### config.mk
export PLATFORM = sky130hd
export DESIGN_NAME = key_entry_flat
export DESIGN_NICKNAME = d
export VERILOG_FILES = /design/src/rtl/key_entry_if.sv /design/src/rtl/key_entry.sv /design/src/flat_wrapper.sv
export SDC_FILE = /design/constraint.sdc
export NUM_CORES = 1
export LEC_CHECK = 0
export CORE_MARGIN = 2
export CORE_UTILIZATION = 49
export DETAILED_ROUTE_END_ITERATION = 7
export PLACE_DENSITY_LB_ADDON = 0.3
export SLEW_MARGIN = 20
export SYNTH_ARGS = -nofsm -noshare
export SYNTH_HDL_FRONTEND = slang
export SYNTH_SLANG_ARGS = --single-unit
### constraint.sdc
create_clock -name clock -period 2.03 [get_ports clock]
set_input_delay 0.406 -clock clock [delete_from_list [all_inputs] [get_ports clock]]
set_output_delay 0.406 -clock clock [all_outputs]
set_load 0.03 [all_outputs]
### src/rtl/key_entry_if.sv
// Scanner-to-calculator key path: decoded key inputs in, BCD operand and command strobes out.
interface key_entry_if #(
    parameter int DIGITS = 4
);
    logic                  key_valid;
    logic [3:0]            key;
    logic                  keytype;
    logic [4*DIGITS-1:0]   operand;
    logic [2:0]            digit_count;
    logic [1:0]            op_code;
    logic                  op_strobe;
    logic                  equals_strobe;
    logic                  clear_strobe;
    logic                  overflow;

    modport master (
        output key_valid, key, keytype,
        input  operand, digit_count, op_code,
        input  op_strobe, equals_strobe, clear_strobe, overflow
    );

    modport slave (
        input  key_valid, key, keytype,
        output operand, digit_count, op_code,
        output op_strobe, equals_strobe, clear_strobe, overflow
    );
endinterface

### src/rtl/key_entry.sv
// Converts each debounced keypad press into one event: digits build a BCD operand,
// symbol keys raise one-cycle strobes for the calculator core.
module key_entry #(
    parameter int DIGITS         = 4,
    parameter int RELEASE_CYCLES = 16
) (
    input  logic        clock,
    input  logic        reset,
    key_entry_if.slave  bus
);
    localparam int W  = 4 * DIGITS;
    localparam int CW = $clog2(RELEASE_CYCLES + 1);

    typedef enum logic [1:0] {
        IDLE,
        EMIT,
        HELD,
        RELEASE
    } state_t;

    state_t          state;
    logic [CW-1:0]   rel_count;
    logic [W-1:0]    operand_q;
    logic [2:0]      count_q;
    logic [1:0]      op_code_q;
    logic            op_strobe_q;
    logic            equals_strobe_q;
    logic            clear_strobe_q;
    logic            overflow_q;

    // Reset lands in RELEASE with an empty counter, so a key held through reset is never taken.
    always_ff @(posedge clock) begin
        if (reset) begin
            state           <= RELEASE;
            rel_count       <= '0;
            operand_q       <= '0;
            count_q         <= '0;
            op_code_q       <= '0;
            op_strobe_q     <= 1'b0;
            equals_strobe_q <= 1'b0;
            clear_strobe_q  <= 1'b0;
            overflow_q      <= 1'b0;
        end else begin
            op_strobe_q     <= 1'b0;
            equals_strobe_q <= 1'b0;
            clear_strobe_q  <= 1'b0;
            case (state)
                IDLE: begin
                    if (bus.key_valid) begin
                        if (bus.keytype && (bus.key <= 4'd9)) begin
                            if (count_q == 3'(DIGITS)) begin
                                overflow_q <= 1'b1;
                            end else begin
                                operand_q <= (operand_q << 4) | W'(bus.key);
                                count_q   <= count_q + 3'd1;
                            end
                            state <= EMIT;
                        end else if (!bus.keytype && (bus.key >= 4'hA)) begin
                            case (bus.key)
                                4'hE:    equals_strobe_q <= 1'b1;
                                4'hF:    clear_strobe_q  <= 1'b1;
                                default: begin
                                    op_code_q   <= 2'(bus.key - 4'hA);
                                    op_strobe_q <= 1'b1;
                                end
                            endcase
                            state <= EMIT;
                        end else begin
                            state <= HELD;
                        end
                    end
                end
                EMIT: begin
                    // The core samples the operand alongside the strobe, so it is only cleared on exit.
                    if (op_strobe_q || equals_strobe_q || clear_strobe_q) begin
                        operand_q  <= '0;
                        count_q    <= '0;
                        overflow_q <= 1'b0;
                    end
                    state <= HELD;
                end
                HELD: begin
                    if (!bus.key_valid) begin
                        rel_count <= CW'(1);
                        state     <= (RELEASE_CYCLES <= 1) ? IDLE : RELEASE;
                    end
                end
                RELEASE: begin
                    if (bus.key_valid) begin
                        rel_count <= '0;
                        state     <= HELD;
                    end else begin
                        if (rel_count != CW'(RELEASE_CYCLES)) begin
                            rel_count <= rel_count + CW'(1);
                        end
                        if ((int'(rel_count) + 1) >= RELEASE_CYCLES) begin
                            state <= IDLE;
                        end
                    end
                end
                default: state <= RELEASE;
            endcase
        end
    end

    assign bus.operand       = operand_q;
    assign bus.digit_count   = count_q;
    assign bus.op_code       = op_code_q;
    assign bus.op_strobe     = op_strobe_q;
    assign bus.equals_strobe = equals_strobe_q;
    assign bus.clear_strobe  = clear_strobe_q;
    assign bus.overflow      = overflow_q;

    strobes_exclusive: assert property (@(posedge clock) disable iff (reset)
        $onehot0({op_strobe_q, equals_strobe_q, clear_strobe_q}));
endmodule

### src/flat_wrapper.sv
// flat-port wrapper written by rule: the top's interface ports become plain ports
module key_entry_flat 
#(
    parameter int DIGITS         = 4,
    parameter int RELEASE_CYCLES = 16
)
  (clock, reset, bus_key_valid, bus_key, bus_keytype, bus_operand, bus_digit_count, bus_op_code, bus_op_strobe, bus_equals_strobe, bus_clear_strobe, bus_overflow);
  key_entry_if #(.DIGITS(DIGITS)) bus_i ();
  input  logic clock;
  input  logic reset;
  input wire logic [$bits(bus_i.key_valid)-1:0] bus_key_valid;
  input wire logic [$bits(bus_i.key)-1:0] bus_key;
  input wire logic [$bits(bus_i.keytype)-1:0] bus_keytype;
  output wire logic [$bits(bus_i.operand)-1:0] bus_operand;
  output wire logic [$bits(bus_i.digit_count)-1:0] bus_digit_count;
  output wire logic [$bits(bus_i.op_code)-1:0] bus_op_code;
  output wire logic [$bits(bus_i.op_strobe)-1:0] bus_op_strobe;
  output wire logic [$bits(bus_i.equals_strobe)-1:0] bus_equals_strobe;
  output wire logic [$bits(bus_i.clear_strobe)-1:0] bus_clear_strobe;
  output wire logic [$bits(bus_i.overflow)-1:0] bus_overflow;
  assign bus_i.key_valid = bus_key_valid;
  assign bus_i.key = bus_key;
  assign bus_i.keytype = bus_keytype;
  assign bus_operand = bus_i.operand;
  assign bus_digit_count = bus_i.digit_count;
  assign bus_op_code = bus_i.op_code;
  assign bus_op_strobe = bus_i.op_strobe;
  assign bus_equals_strobe = bus_i.equals_strobe;
  assign bus_clear_strobe = bus_i.clear_strobe;
  assign bus_overflow = bus_i.overflow;
  key_entry #(.DIGITS(DIGITS), .RELEASE_CYCLES(RELEASE_CYCLES)) u_core (.clock(clock), .reset(reset), .bus(bus_i));
endmodule
; ---- After elaboration in Yosys (flattened, before gate mapping)
; Cells that the tools add are included.
[totals]
input_bits = 8
latchBits = 0
rom_bits = 0
reg_bits = 32
out_inout_bits = 25
mem_count = 0
mem_bits_rw = 0
word_cells = 81
[classes]
n_mux = 29
div = 0
eq_ne = 15
shifts = 0
mul = 0
n_addsub = 4
n_reduce_logical = 15
bitwise_logic = 6
magnitude_cmp = 3
[op_table]
columns = cell, n
row1 = $mux W16, 4
row2 = $ge A32 B6 Y1 const B, 1
row3 = $pmux W16 S2, 1
row4 = $or A16 B4 Y16, 1
row5 = $mux W5, 3
row6 = $reduce_and A5 Y1, 3
row7 = $mux W2, 6
row8 = $mux W3, 4
row9 = $pmux W5 S2, 1
row10 = $eq A4 B4 Y1 const B, 2
row11 = $pmux W2 S4, 1
row12 = $mux W1, 7
row13 = $add A5 B1 Y6 const B, 1
row14 = $ne A2 B1 Y1 const B, 3
row15 = $ne A2 B2 Y1 const B, 3
row16 = $ne A3 B2 Y1 const B, 2
row17 = $pmux W3 S2, 1
row18 = $reduce_and A3 Y1, 2
row19 = $add A5 B1 Y5 const B, 1
row20 = $ne A5 B5 Y1 const B, 1
row21 = $not A1 Y1, 5
row22 = $reduce_or A5 Y1, 1
row23 = $eq A2 B2 Y1 const B, 2
row24 = $ge A4 B4 Y1 const B, 1
row25 = other kinds (12), 15

; ---- Longest topological paths before layout
[depth]
word_depth = 6
mapped_depth = 7

; ---- Worst setup path before layout
; OpenSTA, ideal clock, no wires.
[synth_path]
path_kind = flip-flop to flip-flop
from = register u_core.count_q[0] (netlist: u_core.bus.digit_count[0])
to = register u_core.operand_q[0] (netlist: u_core.bus.operand[0])
t_arrival_ns = 1.609
setup_time_ns = 0.130
path_buffers = 1
setup_slack_ns = 0.292
path_stages_with_launch = 8
path_cell_list = dfxtp_1 > inv_1 > ha_1 > a21oi_1 > nand3_4 > o21ai_4 > buf_6 > o32ai_1
[synth_between]
elab_chain_cells = 3
[synth_lines]
columns = item, line
row1 = "start, declared", key_entry.sv:24  ; logic [2:0] count_q;
row2 = "start signal, assigned", key_entry.sv:55  ; count_q <= count_q + 3'd1;
row3 = $eq A3 B3 Y1, key_entry.sv:51  ; if (count_q == 3'(DIGITS)) begin
row4 = $ne A2 B2 Y1 (no line), --
row5 = $reduce_and A5 Y1 (no line), --
row6 = "end signal, assigned", key_entry.sv:54  ; operand_q <= (operand_q << 4) | W'(bus.key);
row7 = "end, declared", key_entry.sv:23  ; logic [W-1:0] operand_q;
; No other way between the ends.
; A chain may end at the register's enable or synchronous reset.

; ---- Final worst setup path
[layout_path]
from = register u_core.count_q[2] (netlist: u_core.bus.digit_count[2])
to = output bus_digit_count[2]
[layout_lines]
columns = item, line
row1 = "end, declared", flat_wrapper.sv:15  ; output wire logic [$bits(bus_i.digit_count)-1:0] bus_digit_count;
; No word-level cell between the ends.

==> flow_summary.json <==
{
  "grt_pass1_vias": 1341,
  "tightest_slew_ns": 0.551,
  "fin_skew_ns": 0.0144,
  "vdd_drop_max_v": 0.000360,
  "grt_pass1_wl_um": 5730,
  "synth_nets": 176,
  "dpl_cell_area_um2": 1860,
  "maxSlewViolCount": 0,
  "io_pins": 33,
  "min_path_type": "reg -> reg",
  "synthCells": 164,
  "rr_startpoint": "u_core.bus.digit_count[0]",
  "post_cts_buffers": 0,
  "diodes": 0,
  "routed_wl_um": 3500,
  "core_area_um2": 2980,
  "ys_seq_area_frac": 0.428,
  "finalCritPeriodShare": 0.920,
  "cts_hold_buffers": 0,
  "start_util": 0.503,
  "areaGrowthSynthToFinish_pct": 28.0,
  "num_rows": 20,
  "crit_fanout": 6,
  "slew_headroom": 0.632,
  "setup_viol": 0,
  "path_buf_inv": 1,
  "cts_resized": 0,
  "track_usage": 0.220,
  "grt_start_max_net_pins": 23,
  "nets": 212,
  "power_density_nw_per_um2": 595,
  "drive_above_1_share": 0.0945,
  "cp.arrival_ns": 1.46,
  "synth_area_um2": 1500,
  "maxCapViolations": 0,
  "synthFlopType": "dfxtp_1",
  "cts_sinks": 32,
  "fin_crit_ns": 1.87,
  "drcViolationCount": 0,
  "drtAntennaViolNets": 0,
  "clockBufferDepth": 2,
  "numCtsBuffers": 5,
  "multi_input_area_um2": 754,
  "final-seq-area_um2": 641,
  "leakagePower_uw": 0.000667,
  "tns_ns": 0,
  "dieArea_um2": 3510,
  "vias": 1359,
  "design_area_um2": 1920,
  "rsz0062_at_grt": "no",
  "synth_edf_count": 0,
  "endpoint_kind": "output pin",
  "cts_max_level": 2,
  "firstDrtPassIters": 4,
  "wire_per_inst_um": 15.0,
  "hold_viol_final": 0,
  "clk_pin_slew_ns": 0.10,
  "vias_per_cell": 5.81,
  "max_stage_delay_ns": 0.71,
  "grt_remaining_overflow": 0,
  "antenna_found_initial": 0,
  "avgSynthCellArea_um2": 9.13,
  "place_congestion": 0.816,
  "clk_latency_ns": 0.33,
  "ys_seq_elements": 32,
  "yosys_warnings": 0,
  "max_freq_mhz": 536,
  "crit_slowest_cell": "clkdlybuf4s50_1",
  "n_fill_cell": 252,
  "status": "completed",
  "path_delay_family": "buffers and inverters",
  "startpoint": "u_core.bus.digit_count[2]",
  "synthArstFlopShare": 0,
  "worstSetupStartpointType": "register",
  "hp-start": "u_core.bus.operand[14]",
  "path_class": "reg -> out",
  "cp.required_ns": 1.62,
  "portBuffers": 32,
  "dpl.hpwl_um": 2460,
  "clockRootBuffer": "clkbuf_4",
  "die_x_um": 59.3,
  "synth_cell_types": 43,
  "cts_tree": "built",
  "drt-initial-drc-count": 82,
  "worstPathCellList": "clkdlybuf4s50_1",
  "die_h_um": 59.3
}
## path summary, 6_finish.rpt
path	endpoint	slack (ns)	cells after the start
min	u_core.bus.operand[14]	0.49	2
max reg2reg	u_core.bus.operand[2]	0.37	6
min reg2reg	u_core.bus.operand[14]	0.49	2
max	bus_digit_count[2]	0.16	1
## metal layers
metal / vias to the layer above / track usage / routed length, µm
li1: 668 / - / -
met5: - / 0 / 0
met2: 35 / 0.349 / 1740
met3: 4 / 0.0808 / 167
met4: 0 / 0.107 / 41
met1: 652 / 0.260 / 1550
## synthesized netlist by cell type (all sizes together) (2+ instances only)
| cell | n | area share |
|---|---|---|
| a21oi | 8 | 0.027 |
| a311oi | 2 | 0.012 |
| and3 | 2 | 0.0084 |
| and3b | 2 | 0.012 |
| buf | 6 | 0.026 |
| clkbuf | 4 | 0.010 |
| dfxtp | 32 | 0.43 |
| ha | 4 | 0.033 |
| inv | 13 | 0.033 |
| nand2 | 5 | 0.013 |
| nand2b | 17 | 0.071 |
| nand3 | 4 | 0.022 |
| nand3b | 3 | 0.015 |
| nor2 | 8 | 0.020 |
| nor2b | 3 | 0.013 |
| nor3 | 6 | 0.020 |
| nor4 | 3 | 0.013 |
| o21ai | 7 | 0.038 |
| o22ai | 8 | 0.033 |
| o32ai | 9 | 0.053 |
| xor2 | 2 | 0.012 |
## flip-flops by register name, indices dropped and copies added, names as in the netlist
name,count
u_core.bus.operand,16
u_core.bus.clear_strobe,1
u_core.bus.op_code,2
u_core.bus.equals_strobe,1
u_core.state,2
u_core.bus.overflow,1
u_core.bus.op_strobe,1
u_core.rel_count,5
u_core.bus.digit_count,3
## per-stage QoR
stage          utilization  hold WS [ns]  total power (µW)  cells  worst slack [ns]
2_1_floorplan            -         0.467               733    164             0.292
3_3_place_gp         0.624         0.474               769    226             0.141
3_5_place_dp         0.624         0.474               774    226             0.105
4_1_cts              0.644         0.490              1150    234             0.140
5_1_grt              0.644         0.524              1200    234            0.0778
6_report             0.644         0.485              1140    234             0.163
## cells in the final DEF (no fill, tap or decap), drive strengths merged, types with 2 or more instances in the layout
| cell type | synthesis | final |
|---|---|---|
| clkdlybuf4s50 | 0 | 32 |
| dfxtp | 32 | 32 |
| nand2b | 17 | 17 |
| inv | 13 | 13 |
| o32ai | 9 | 9 |
| a21oi | 8 | 8 |
| nor2 | 8 | 8 |
| o22ai | 8 | 8 |
| clkbuf | 4 | 8 |
| buf | 6 | 7 |
| o21ai | 7 | 7 |
| nor3 | 6 | 6 |
| nand2 | 5 | 5 |
| ha | 4 | 4 |
| nand3 | 4 | 4 |
| nand3b | 3 | 3 |
| nor2b | 3 | 3 |
| nor4 | 3 | 3 |
| and3b | 2 | 2 |
| and3 | 2 | 2 |
| xor2 | 2 | 2 |
| a311oi | 2 | 2 |
## kinds of logic (layout without fill, tap and decap cells)
family,count (synthesis),in the layout,share of synthesized area
adder cells (fa/ha/maj),4,4,0.0334
AO/OA/AOI/OAI,42,42,0.208
multiplexers,1,1,0.00668
XOR/XNOR,3,3,0.0175
AND/OR/NAND/NOR,59,59,0.238
buffers and inverters,23,60,0.0685
flip-flops,32,32,0.428
## report_power, final
| group | switching [µW] | internal [µW] | leakage [µW] | total [µW] |
|---|---|---|---|---|
| logic | 59.7 | 50.5 | 0.000376 | 110 |
| clock network | 208 | 171 | 0.0000326 | 379 |
| registers | 16.9 | 635 | 0.000258 | 652 |
## cell type report
cell class / count / area share
Timing Repair Buffer: 39 / 0.195
Sequential cell: 32 / 0.334
Multi-Input combinational cell: 109 / 0.394
Tap cell: 33 / 0.0215
Clock buffer: 8 / 0.0307
Inverter: 13 / 0.0255
(Power assumes the default switching activity.)
